<file path="src/rtl/mem_resp_pkg.sv">
// mem_resp_pkg: shared state encoding and counter width for mem_responder.
package mem_resp_pkg;
    localparam int CNT_W = 3;
    typedef enum logic [2:0] {
        IDLE  = 3'd0,
        RWAIT = 3'd1,
        RDATA = 3'd2,
        WWAIT = 3'd3,
        WDONE = 3'd4
    } state_e;
endpackage

</file>
<file path="src/rtl/mem_responder_array.sv">
// mem_array: storage array, one synchronous write port and one combinational read port.
//   clk_i              clock
//   we_i/waddr_i/wdata_i  write port, committed on the rising edge
//   raddr_i/rdata_o       read port, registered by the caller
module mem_array #(
    parameter int AWIDTH = 5,
    parameter int DWIDTH = 8
) (
    input  logic              clk_i,
    input  logic              we_i,
    input  logic [AWIDTH-1:0] waddr_i,
    input  logic [DWIDTH-1:0] wdata_i,
    input  logic [AWIDTH-1:0] raddr_i,
    output logic [DWIDTH-1:0] rdata_o
);
    logic [DWIDTH-1:0] mem [2**AWIDTH];
    always_ff @(posedge clk_i)
        if (we_i) mem[waddr_i] <= wdata_i;
    assign rdata_o = mem[raddr_i];
endmodule

</file>
<file path="src/rtl/mem_responder.sv">
// mem_responder: memory-side responder for rd/wr strobes with optional wait states.
//   clk, rst                       clock, synchronous active-high reset
//   rd, wr, addr, data_in          access strobes, address and write data from the CPU
//   data_out, data_oe, ready, err  registered read data, bus drive, done flag, error pulse
//   load, load_addr, load_data     preload port, honoured only when no strobe is active
module mem_responder
    import mem_resp_pkg::*;
#(
    parameter int AWIDTH      = 5,
    parameter int DWIDTH      = 8,
    parameter int WAIT_STATES = 0
) (
    input  logic              clk,
    input  logic              rst,
    input  logic              rd,
    input  logic              wr,
    input  logic [AWIDTH-1:0] addr,
    input  logic [DWIDTH-1:0] data_in,
    output logic [DWIDTH-1:0] data_out,
    output logic              data_oe,
    output logic              ready,
    output logic              err,
    input  logic              load,
    input  logic [AWIDTH-1:0] load_addr,
    input  logic [DWIDTH-1:0] load_data
);
    localparam logic [CNT_W-1:0] WS = CNT_W'(WAIT_STATES);
    state_e            state_q, state_d;
    logic [CNT_W-1:0]  cnt_q, cnt_d;
    logic [AWIDTH-1:0] addr_q, addr_d, raddr, fsm_waddr, waddr;
    logic [DWIDTH-1:0] data_q, data_d, dout_q, dout_d, fsm_wdata, wdata, rdata;
    logic              err_q, err_d, fsm_we, load_ok, we;
    mem_array #(.AWIDTH(AWIDTH), .DWIDTH(DWIDTH)) u_array (
        .clk_i   (clk),
        .we_i    (we),
        .waddr_i (waddr),
        .wdata_i (wdata),
        .raddr_i (raddr),
        .rdata_o (rdata)
    );
    always_comb begin
        state_d   = state_q;
        cnt_d     = cnt_q;
        addr_d    = addr_q;
        data_d    = data_q;
        dout_d    = dout_q;
        err_d     = 1'b0;
        fsm_we    = 1'b0;
        fsm_waddr = addr_q;
        fsm_wdata = data_q;
        raddr     = addr_q;
        case (state_q)
            IDLE: begin
                // Address comes straight from the bus so a zero-wait read lands on the accept edge.
                raddr = addr;
                err_d = (rd & wr) | (load & (rd | wr));
                if (rd & !wr) begin
                    addr_d = addr;
                    cnt_d  = WS;
                    if (WAIT_STATES == 0) begin
                        dout_d  = rdata;
                        state_d = RDATA;
                    end else state_d = RWAIT;
                end else if (wr & !rd) begin
                    addr_d = addr;
                    data_d = data_in;
                    cnt_d  = WS;
                    if (WAIT_STATES == 0) begin
                        fsm_we    = 1'b1;
                        fsm_waddr = addr;
                        fsm_wdata = data_in;
                        state_d   = WDONE;
                    end else state_d = WWAIT;
                end
            end
            RWAIT: begin
                cnt_d = cnt_q - CNT_W'(1);
                if (!rd) state_d = IDLE;
                else if (cnt_q == CNT_W'(1)) begin
                    dout_d  = rdata;
                    state_d = RDATA;
                end
            end
            RDATA: state_d = rd ? RDATA : IDLE;
            WWAIT: begin
                // Posted write: completes regardless of wr; a read attempt here is a protocol error.
                err_d = rd;
                cnt_d = cnt_q - CNT_W'(1);
                if (cnt_q == CNT_W'(1)) begin
                    fsm_we  = 1'b1;
                    state_d = WDONE;
                end
            end
            WDONE: state_d = IDLE;
            default: state_d = IDLE;
        endcase
    end
    assign load_ok  = load & !rd & !wr & !fsm_we;
    // Reset blocks every array write so an in-flight write is dropped.
    assign we       = !rst & (fsm_we | load_ok);
    assign waddr    = fsm_we ? fsm_waddr : load_addr;
    assign wdata    = fsm_we ? fsm_wdata : load_data;
    assign data_out = dout_q;
    assign data_oe  = state_q == RDATA;
    assign ready    = (state_q == RDATA) | (state_q == WDONE);
    assign err      = err_q;
    always_ff @(posedge clk) begin
        if (rst) begin
            state_q <= IDLE;
            cnt_q   <= '0;
            addr_q  <= '0;
            data_q  <= '0;
            dout_q  <= '0;
            err_q   <= 1'b0;
        end else begin
            state_q <= state_d;
            cnt_q   <= cnt_d;
            addr_q  <= addr_d;
            data_q  <= data_d;
            dout_q  <= dout_d;
            err_q   <= err_d;
        end
    end
endmodule

</file>
<file path="config.mk">
export PLATFORM = sky130hd
export DESIGN_NAME = mem_responder
export DESIGN_NICKNAME = d
export VERILOG_FILES = /design/src/rtl/mem_resp_pkg.sv /design/src/rtl/mem_responder_array.sv /design/src/rtl/mem_responder.sv
export SDC_FILE = /design/constraint.sdc
export NUM_CORES = 1
export LEC_CHECK = 0
export CORE_AREA = 8 8 154 156
export DETAILED_ROUTE_END_ITERATION = 10
export DIE_AREA = 0 0 162 164
export HOLD_SLACK_MARGIN = 0.15
export PLACE_DENSITY = 0.78
export SLEW_MARGIN = 20
export SYNTH_ARGS = -nofsm -noshare
export SYNTH_HDL_FRONTEND = slang
export SYNTH_SLANG_ARGS = --single-unit
</file>
<file path="constraint.sdc">
create_clock -name clk -period 4.7 [get_ports clk]
set_clock_uncertainty 0.2 [all_clocks]
set_input_delay 0.94 -clock clk [delete_from_list [all_inputs] [get_ports clk]]
set_output_delay 0.94 -clock clk [all_outputs]
set_load 0.02 [all_outputs]
</file>
# == After elaboration in Yosys (flattened, before gate mapping) ==
# Memory sizes are Yosys's and may differ from the RTL's.
# Cells that the tools add are included.
# totals
register_bits,28
ram_bits,256
in_bits,31
output_inout_bits,11
n_memories,1
# memory_table
name,words,word_bits,rd,rd_ports_with_merged_regs,write_ports,line,text
u_array.mem,32,8,1,0,1,mem_responder_array.sv:16,logic [DWIDTH-1:0] mem [2**AWIDTH];
# op_classes
add_sub_neg,1
n_eq_ne,11
n_mux,31
bitwise,12
n_reduce_logical,11
# op_table
operator,n
$mux W8,7
$mux W5,6
$mux W3,7
$pmux W8 S2,1
$pmux W3 S4,1
$and A1 B1 Y1,8
$ne A2 B2 Y1 const B,4
$eq A3 B1 Y1 const B,2
$eq A3 B2 Y1 const B,2
$ne A3 B3 Y1 const B,2
$pmux W3 S2,1
$mux W1,5
$logic_not A1 Y1,4
$or A1 B1 Y1,4
$pmux W1 S2,2
$reduce_and A4 Y1,1
$reduce_bool A2 Y1,2
$eq A3 B3 Y1 const B,1
$logic_not A3 Y1,1
$reduce_and A3 Y1,1
$sub A3 B1 Y3 const B,1
$mux W2,1
$reduce_and A2 Y1,1
$reduce_or A2 Y1,1

# == Depth between registers and ports, before layout ==
# Gate-level depths: netlist (run 1).
# depth
ltp_word,11
mapped_depth,12

# == Modules after synthesis ==
# Synthesis (run 1) repeated with hierarchy kept, for this count alone.
# hier_totals
hier_cells,577
hier_area_um2,11299.6
# modules_own_cells
module,instances,cells_per_inst,area_per_inst_um2,seq_area_each_um2
mem_array,1,409,9893.2,7687.4
mem_responder,1,168,1406.3,480.5

# == Least setup slack after synthesis (run 1) ==
# OpenSTA, ideal clock, no wires.
# synth_path
path_type,input to register
from,input wr
to,memory u_array.mem[0][0] (data pin)
setup_ps,454
t_arrival_ps,3363
slack_ps,683
stages,6
path_buffers,2
path_cell_list,inv_1 ha_1 clkbuf_1 clkbuf_1 mux2i_1 o21ai_0
# synth_via
elab_chain_cells,5
# synth_lines
item,line,text
start: declaration,mem_responder.sv:16,"input logic wr,"
$and A1 B1 Y1 or $logic_not A1 Y1 (tied branches),"mem_responder.sv:64, mem_responder.sv:57",
$mux W1 (tied with other cells),mem_responder.sv:64,end else if (wr & !rd) begin
$mux W1 or $mux W8 (tied branches),-,
$pmux W1 S2 or $mux W8 (tied branches),-,
$mux W8 (*),mem_responder.sv:102,assign wdata = fsm_we ? fsm_wdata : load_data;
net u_array.wdata_i[0],mem_responder_array.sv:12,"input logic [DWIDTH-1:0] wdata_i,"
end: declaration,mem_responder_array.sv:16,
# Mark *: on every way through the listed nets, which the timed path passes. The rest lies on a longest branch.

# == Final worst setup path (run 1) ==
# layout_path
from,input wr
to,memory u_array.mem[11][6] (enable)
# layout_via
elab_chain_cells,10
# layout_lines
item,line,text
$and A1 B1 Y1 or $logic_not A1 Y1 (tied branches),"mem_responder.sv:64, mem_responder.sv:57, mem_responder.sv:98",
$mux W1 or $and A1 B1 Y1 (tied branches),"mem_responder.sv:64, mem_responder.sv:57",
$mux W1,mem_responder.sv:57,if (rd & !wr) begin
$pmux W1 S2,mem_responder.sv:52,case (state_q)
$logic_not A1 Y1,mem_responder.sv:98,assign load_ok = load & !rd & !wr & !fsm_we;
$and A1 B1 Y1,mem_responder.sv:98,
$or A1 B1 Y1,mem_responder.sv:100,assign we = !rst & (fsm_we | load_ok);
$and A1 B1 Y1,mem_responder.sv:100,
$mux W1,mem_responder_array.sv:18,if (we_i) mem[waddr_i] <= wdata_i;
$mux W1 (not written as such),mem_responder_array.sv:18,
# Parallel ways exist; a longest one is shown, timed or not.

==> results.yml, run 1 <==
critical_path:
  cp.required_ps: 4670
  crit_path_end_kind: "flop"
  start_kind: "input port"
  crit_path_max_fanout: 10
  path_class: "input port to flop"
  cp.arrival_ps: 3500
sta:
  min_period_ps: 3530
  finalCritPeriodShare_pct: 75.1
  hold_viol: 0
  maxSlewViolCount: 0
  tns_ps: 0
  finalSetupViolCount: 0
  slew-limit-headroom_pct: 32.4
  tightest_slew_ps: 1010
  rsz0062_at_grt: "false"
  max_freq_mhz: 283
placement:
  place_congestion: 0.925
  hpwl_mm: 21.3
  io_buffer_count: 41
cts:
  cts_buffers: 29
  root_buffer: "clkbuf_16"
  post_cts_buffers: 0
  cts.path.max_buffers: 3
  tritoncts: "built"
  cts_hold_buf: 0
  h-tree-depth: 1
  ctsResizeCount: 0
  clock-sinks: 280
  clkTransAtPathRegs_ps: 60
  worst_skew_pair.late_latency_ps: 560
die:
  ios: 42
  die_w_um: 162
  rows: 54
  die_h_um: 164
  dieArea_um2: 26600
  core_um2: 21400
  start_util_pct: 59.4
logic_synthesis:
  synthFlopType: "edfxtp_1"
  synthXorXnorAreaFrac_pct: 0
  syn-num-nets: 1112
  yosys_warnings: 0
  synth_area_leaders: "edfxtp_1 (61%), nand2b_1 (6.5%), nor2_1 (5.7%)"
  syn_inst: 1075
  ys_ff_latch: 280
  synth-edff-count: 256
  syn_area_um2: 12700
  ys_seq_area_share_pct: 64.4
  yosysTopAreaCell: "edfxtp_1"
  async_flop_share_pct: 0
  synth_mux_area_share_pct: 1.76
  synth_compound_area_share_pct: 13.8
  avgSynthCellArea_um2: 11.8
  synth.distinct_cells: 40
  synth_top_area_share_pct: 60.6
  synth_top_family_by_area: "simple AND/OR/NAND/NOR gates"
  synth-simple-area-share_pct: 17.3
  synthAdderAreaFrac_pct: 0.592
global_routing:
  grt_util_all_layers_pct: 25.5
  grt-ovfl-total: 0
  grt_first_pass_wirelength_mm: 52.4
  grt_antenna_before_repair: 1
  grt_pass1_vias: 9310
  grt_max_degree: 59
power:
  p_per_area_nw_per_um2: 413
  power_mw: 6.06
  ir_drop_v: 0.000316
  p_leak_nw: 4.97
final_layout:
  antenna_cells: 0
  final_nets: 1188
  layout-drive-gt1-share_pct: 12.1
  area_growth_pct: 15.8
  final_cell_mix: "edfxtp_1 (256), nor2_1 (191), nand2b_1 (131), buf_4 (68), a22oi_1 (66)"
  final_util_pct: 68.8
  layout_commonest_cell: "edfxtp_1"
  n_fill_cell: 1545
detailed_routing:
  drt-vias-per-instance: 6.50
  drtPass1Iterations: 5
  antenna_left: 0
  routed_wl_mm: 34.2
  first_iter_violations: 1040
  via_count: 9452
  wire_per_inst_um: 23.5
  drc: 0
outcome:
  outcome: "finished, final reports clean"
worst_hold_path:
  min_path_type: "flop to flop"
flow_run:
  drv_cap: 0
## critical path, stage by stage
cell             delay (ps)
clkdlybuf4s50_1         460
inv_1                   120
ha_1                    480
mux2i_1                 240
nor2_1                   60
a21oi_1                 290
and2_1                  200
nand2_1                 130
nor2_1                  570
## final cells by class
cell class	instances	area, um^2	share of cell area [%]
tap	280	350	2.39
multi-input combinational	725	4300	29.3
clock inverter	4	25.0	0.170
clock buffer	50	887	6.04
inverter	5	18.8	0.128
timing repair buffer	110	936	6.37
sequential	280	8170	55.6
## cell usage after synthesis (all sizes together), types with 6 or more instances
| master | count |
|---|---|
| or4 | 8 |
| nand2b | 131 |
| o31ai | 8 |
| nand2 | 55 |
| nor4 | 22 |
| dfxtp | 24 |
| nor3 | 19 |
| o22ai | 32 |
| mux2i | 20 |
| edfxtp | 256 |
| a21oi | 53 |
| a211oi | 9 |
| nor2 | 192 |
| clkbuf | 48 |
| o41ai | 18 |
| o21ai | 28 |
| o221a | 18 |
| o22a | 9 |
| a22oi | 66 |
| buf | 17 |
| ha | 6 |
| nor2b | 6 |
## routing by layer
metal	global-route usage (%)	wire, um	vias to the layer above
met5	0	0	-
met4	12.1	1440	0
met3	4.64	3650	107
met2	41.7	16100	574
met1	32.7	13000	4586
li1	-	-	4185
## power breakdown
part           internal, mW  switching (mW)
Sequential             2.79          0.0272
Combinational         0.373           0.673
Clock                  1.28           0.925
Total                  4.44            1.63
## flip-flops by register name, summed over array words and instances, names as in the netlist
name	flops
data_q	8
addr_q	5
state_q	2
u_array.mem	256
err	1
data_out	8
## worst paths after layout
path / start / end / slack (ps) / cells after the start
worst max-delay path: wr / u_array.mem[11][6] / 1170 / 9
worst min-delay path: data_q[7] / data_q[7] / 260 / 2
worst max register to register: state_q[1] / data_out[6] / 1380 / 10
worst min register to register: data_q[7] / data_q[7] / 260 / 2
## per-stage QoR
step	hold WS, ps	setup slack, ps	cells	cell area (um^2)
6_report	256	1170	1454	14700
5_1_grt	282	918	1454	14700
4_1_cts	257	1100	1454	14700
3_5_place_dp	249	618	1400	13800
3_3_place_gp	241	760	1400	13800
2_1_floorplan	236	683	1075	12700
## cells by family (layout without fill, tap and decap cells)
| kind of cell | after synthesis | count (layout) |
|---|---|---|
| AND/OR/NAND/NOR | 447 | 447 |
| flip-flops | 280 | 280 |
| AO/OA/AOI/OAI | 250 | 250 |
| buffers and inverters | 70 | 169 |
| multiplexers | 22 | 22 |
| adder cells (fa/ha/maj) | 6 | 6 |
(Power assumes the default switching activity.)
==> run 2: changes to the inputs <==
- CORE_AREA: 8 8 154 156 -> 8 8 161 163
- DIE_AREA: 0 0 162 164 -> 0 0 169 171
- PLACE_DENSITY: 0.78 -> 0.75
- clock period: 4.7 -> 2.8 ns (I/O delays scaled with it)
==> results.yml, run 2 (synthesis gave the netlist of run 1 again) <==
placement:
  hpwl_mm: 23.5
  io_buffer_count: 41
  placed_area_um2: 14800
  placed_cells: 1528
  place_congestion: 0.910
sta:
  maxSlewViolCount: 0
  hold_viol: 0
  slew-limit-headroom_pct: 63.1
  finalSetupViolCount: 0
  max_freq_mhz: 366
  min_period_ps: 2740
  finalCritPeriodShare_pct: 97.7
  tns_ps: 0
  tightest_slew_ps: 552
final_layout:
  top_register: "u_array.mem"
  largest_register_ffs: 256
  n_fill_cell: 1645
  final_nets: 1279
  area_growth_pct: 24.6
  layout_commonest_cell: "edfxtp_1"
  final_cell_mix: "edfxtp_1 (256), nor2_1 (179), buf_4 (135), nand2b_1 (131), a22oi_1 (64)"
  finalInstanceArea_um2: 15800
  layout-drive-gt1-share_pct: 20.3
  antenna_cells: 0
  fin_cells: 1583
die:
  die_w_um: 169
  start_util_pct: 54.5
  ios: 42
  core_um2: 23300
  dieArea_um2: 28900
  die_h_um: 171
  rows: 56
critical_path:
  path_class: "flop to flop"
  cp.arrival_ps: 2950
  cp.required_ps: 3010
  start_kind: "flop"
  r2r_start: "state_q[1]"
  crit_path_end_kind: "flop"
  crit_start: "state_q[1]"
  crit_path_max_fanout: 24
worst_hold_path:
  min_path_type: "flop to flop"
  hp-start: "data_q[7]"
power:
  ir_drop_v: 0.000558
  power_mw: 10.4
  p_leak_nw: 5.53
  p_per_area_nw_per_um2: 655
detailed_routing:
  wire_per_inst_um: 22.6
  highest_layer: "met4"
  drt-vias-per-instance: 6.19
  first_iter_violations: 966
  drt-met1-wl_mm: 14.5
  routed_wl_mm: 35.8
  via_count: 9797
  drtPass1Iterations: 6
  met3_wirelength_mm: 3.90
  antenna_left: 0
  wl_met2_mm: 16.3
  drc: 0
global_routing:
  grt_pass1_vias: 9564
  grt-ovfl-total: 0
  grt_first_pass_wirelength_mm: 54.3
  grt_max_degree: 60
  grt_util_all_layers_pct: 24.4
  grt_antenna_before_repair: 0
cts:
  clkTransAtPathRegs_ps: 60
  worst_skew_pair.late_latency_ps: 540
  tritoncts: "built"
  h-tree-depth: 1
  cts_buffers: 28
  clock-sinks: 280
  cts_hold_buf: 0
  root_buffer: "clkbuf_16"
  cts.path.max_buffers: 3
flow_run:
  drv_cap: 0
outcome:
  outcome: "finished, final reports clean"
[run 2: cell count changes in the layout (fill, tap and decap cells not counted), moves of 5 or more]
cell / previous run / this run
buf_4: 68 / 135
buf_12: 1 / 25
nor2_1: 191 / 179
nor2_2: 0 / 12
clkinv_1: 0 / 6
clkbuf_1: 15 / 10
[run 2: worst paths after layout]
check                           slack, ps     endpoint  depth (start not counted)
worst min register to register        260    data_q[7]                          2
worst max-delay path                   60  data_out[7]                         12
worst min-delay path                  260    data_q[7]                          2
worst max register to register         60  data_out[7]                         12
[run 2: stage by stage]
stage / hold WS [ps] / util [%] / setup slack, ps
after floorplan: 236 / - / -293
after global placement: 241 / 63.7 / -401
after detailed placement: 247 / 63.7 / -503
after CTS: 255 / 67.4 / 5.61
after global routing: 277 / 67.9 / -28.1
final: 256 / 67.9 / 64.9
[run 2: critical path, cell delays in order, from the launching register on]
cell and delay [ps]:
dfxtp_1 350, inv_1 80, ha_4 190, buf_4 150
nor2b_2 180, buf_12 210, a22oi_1 150, o22ai_1 220
o31ai_2 90, buf_4 170, nor4_1 350, buf_4 200
nor4_1 50
[run 2: layout make-up]
| type | instances | area (um^2) | area share, % |
|---|---|---|---|
| tap | 319 | 399 | 2.53 |
| sequential | 280 | 8170 | 51.7 |
| multi-input combinational | 725 | 4410 | 27.9 |
| clock inverter | 11 | 76.3 | 0.483 |
| timing repair buffer | 202 | 1940 | 12.3 |
| inverter | 5 | 18.8 | 0.119 |
| clock buffer | 41 | 791 | 5.00 |
[run 2: repair_timing]
action	in CTS	in global routing
setup buffers	0	3
pin swaps	0	4
setup endpoints to repair	4	153
gates resized for setup	3	17
[run 2: per-layer routing]
metal	up-vias	global-route usage, %
met5	-	0
met3	91	5.14
met1	4756	33.0
met4	0	8.81
li1	4378	-
met2	572	38.7
[run 2: report_power, final]
part           leakage [nW]  total, mW  internal (mW)  switching (mW)
Sequential             2.51       4.72           4.68          0.0371
Clock                 0.423       3.55           2.04            1.52
Combinational          2.60       2.08          0.880            1.20
Total                  5.53       10.4           7.60            2.76
==> run 3: changes to the inputs <==
- CORE_AREA: 8 8 161 163 -> 8 8 177 179
- DIE_AREA: 0 0 169 171 -> 0 0 185 187
- PLACE_DENSITY: 0.75 -> not set
==> results.yml, run 3 (synthesis gave the netlist of run 1 again) <==
critical_path:
  r2r_start: "state_q[2]"
  cp.required_ps: 3060
  cp.arrival_ps: 2950
  crit_path_max_fanout: 35
  path_class: "flop to flop"
  rrSetupSlack_ps: 110
  rr_endpoint: "data_out[4]"
  start_kind: "flop"
  crit_path_end_kind: "flop"
  reg2regPathDepth: 10
cts:
  clock-sinks: 280
  cts.path.max_buffers: 3
  cts_buffers: 29
  tritoncts: "built"
  clkTransAtPathRegs_ps: 70
  h-tree-depth: 1
  cts_hold_buf: 0
  root_buffer: "clkbuf_16"
  worst_skew_pair.late_latency_ps: 540
final_layout:
  antenna_cells: 0
  top_register: "u_array.mem"
  layout-drive-gt1-share_pct: 22.5
  largest_register_ffs: 256
  final_cell_mix: "edfxtp_1 (256), nor2_1 (178), buf_4 (148), nand2b_1 (131), a22oi_1 (65)"
  area_growth_pct: 27.0
  n_fill_cell: 2357
  final_nets: 1294
  fin_cells: 1662
  layout_commonest_cell: "edfxtp_1"
power:
  p_int_mw: 7.84
  clockPowerShare_pct: 35.8
  p_leak_nw: 5.63
  p_comb_share_pct: 20.1
  p_sw_share_pct: 26.6
  power_mw: 10.7
  p_per_area_nw_per_um2: 663
  p_switching_mw: 2.84
  p_seq_share_pct: 44.1
  ir_drop_v: 0.000533
placement:
  hpwl_mm: 24.7
  pre_cts_ws_ps: -573
  place_congestion: 0.906
  io_buffer_count: 41
  placed_cells: 1604
detailed_routing:
  first_iter_violations: 869
  via_count: 9561
  wire_per_inst_um: 22.1
  drc: 0
  routed_wl_mm: 36.8
  drt-vias-per-instance: 5.75
  antenna_left: 0
  drtPass1Iterations: 5
worst_hold_path:
  hp-start: "data_q[4]"
  hold-path-cell-count: 2
  min_path_type: "flop to flop"
  hold_path_end: "data_q[4]"
die:
  dieArea_um2: 34600
  core_um2: 28400
  ios: 42
  rows: 62
  die_w_um: 185
  die_h_um: 187
  start_util_pct: 44.6
sta:
  slew-limit-headroom_pct: 59.8
  hold_slack_ps: 256
  worst_slack_ps: 111
  finalSetupViolCount: 0
  finalCritPeriodShare_pct: 96.0
  max_freq_mhz: 372
  hold_viol: 0
  maxSlewViolCount: 0
  min_period_ps: 2690
  tightest_slew_ps: 598
  rsz0062_at_grt: "false"
  tns_ps: 0
global_routing:
  grt_first_pass_wirelength_mm: 55.3
  grt_pass1_vias: 9316
  grt_max_degree: 69
  grt_util_all_layers_pct: 20.9
  grt-ovfl-total: 0
  grt_antenna_before_repair: 1
outcome:
  outcome: "finished, final reports clean"
flow_run:
  drv_cap: 0
==> run 3: cell type report <==
class                   count  area (um^2)  area share (%)
well taps                 384          480            2.98
flip-flops and latches    280         8170            50.7
clock buffers              35          779            4.84
clock inverters            17          168            1.04
multi-input cells         725         4440            27.6
repair buffers            216         2050            12.7
inverters                   5         18.8           0.117
==> run 3: power by group through the flow <==
stage               registers, mW  clock network (mW)  logic [mW]
floorplan                    4.81                   0        1.08
global placement             4.80                   0        2.04
detailed placement           4.80                   0        2.05
CTS                          4.71                3.87        2.09
global route                 4.71                4.05        2.31
finish                       4.71                3.82        2.15
==> run 3: per-stage QoR <==
stage / utilization, % / cell area, um^2
finish: 56.7 / 16100
floorplan: - / 12700
global placement: 52.7 / 15000
detailed placement: 52.7 / 15000
global route: 56.7 / 16100
CTS: 56.3 / 16000
==> run 3: per-layer routing <==
| layer | vias up | wire length [um] | track usage [%] |
|---|---|---|---|
| met4 | 2 | 1020 | 5.97 |
| met3 | 76 | 2880 | 3.81 |
| met2 | 367 | 16900 | 33.3 |
| met5 | - | 15 | 0 |
| li1 | 4408 | - | - |
| met1 | 4708 | 15900 | 28.7 |
==> run 3: worst max path at each step <==
stage                from           endpoint  slack [ps]  depth (start not counted)
4_1_cts        state_q[2]        data_out[4]          30                         11
5_1_grt        state_q[2]        data_out[1]           4                         10
6_report       state_q[2]        data_out[4]         110                         10
3_3_place_gp      addr[1]        data_out[4]        -630                         11
3_5_place_dp      addr[1]        data_out[4]        -570                         11
2_1_floorplan          wr  u_array.mem[0][1]        -290                          6
==> run 3: critical path: stages, from the launching register on <==
cell and delay, ps:
dfxtp_2 330, inv_2 70, ha_4 200, buf_4 160, nor3b_1 60, a21o_1 200
buf_12 180, or4_1 570, a211oi_1 250, o21ai_1 110, nor4_2 240
==> run 3: repair_timing <==
action,CTS,global route
setup endpoints to repair,264,179
gates resized for setup,4,22
pin swaps,0,3
buffers inserted,3,3
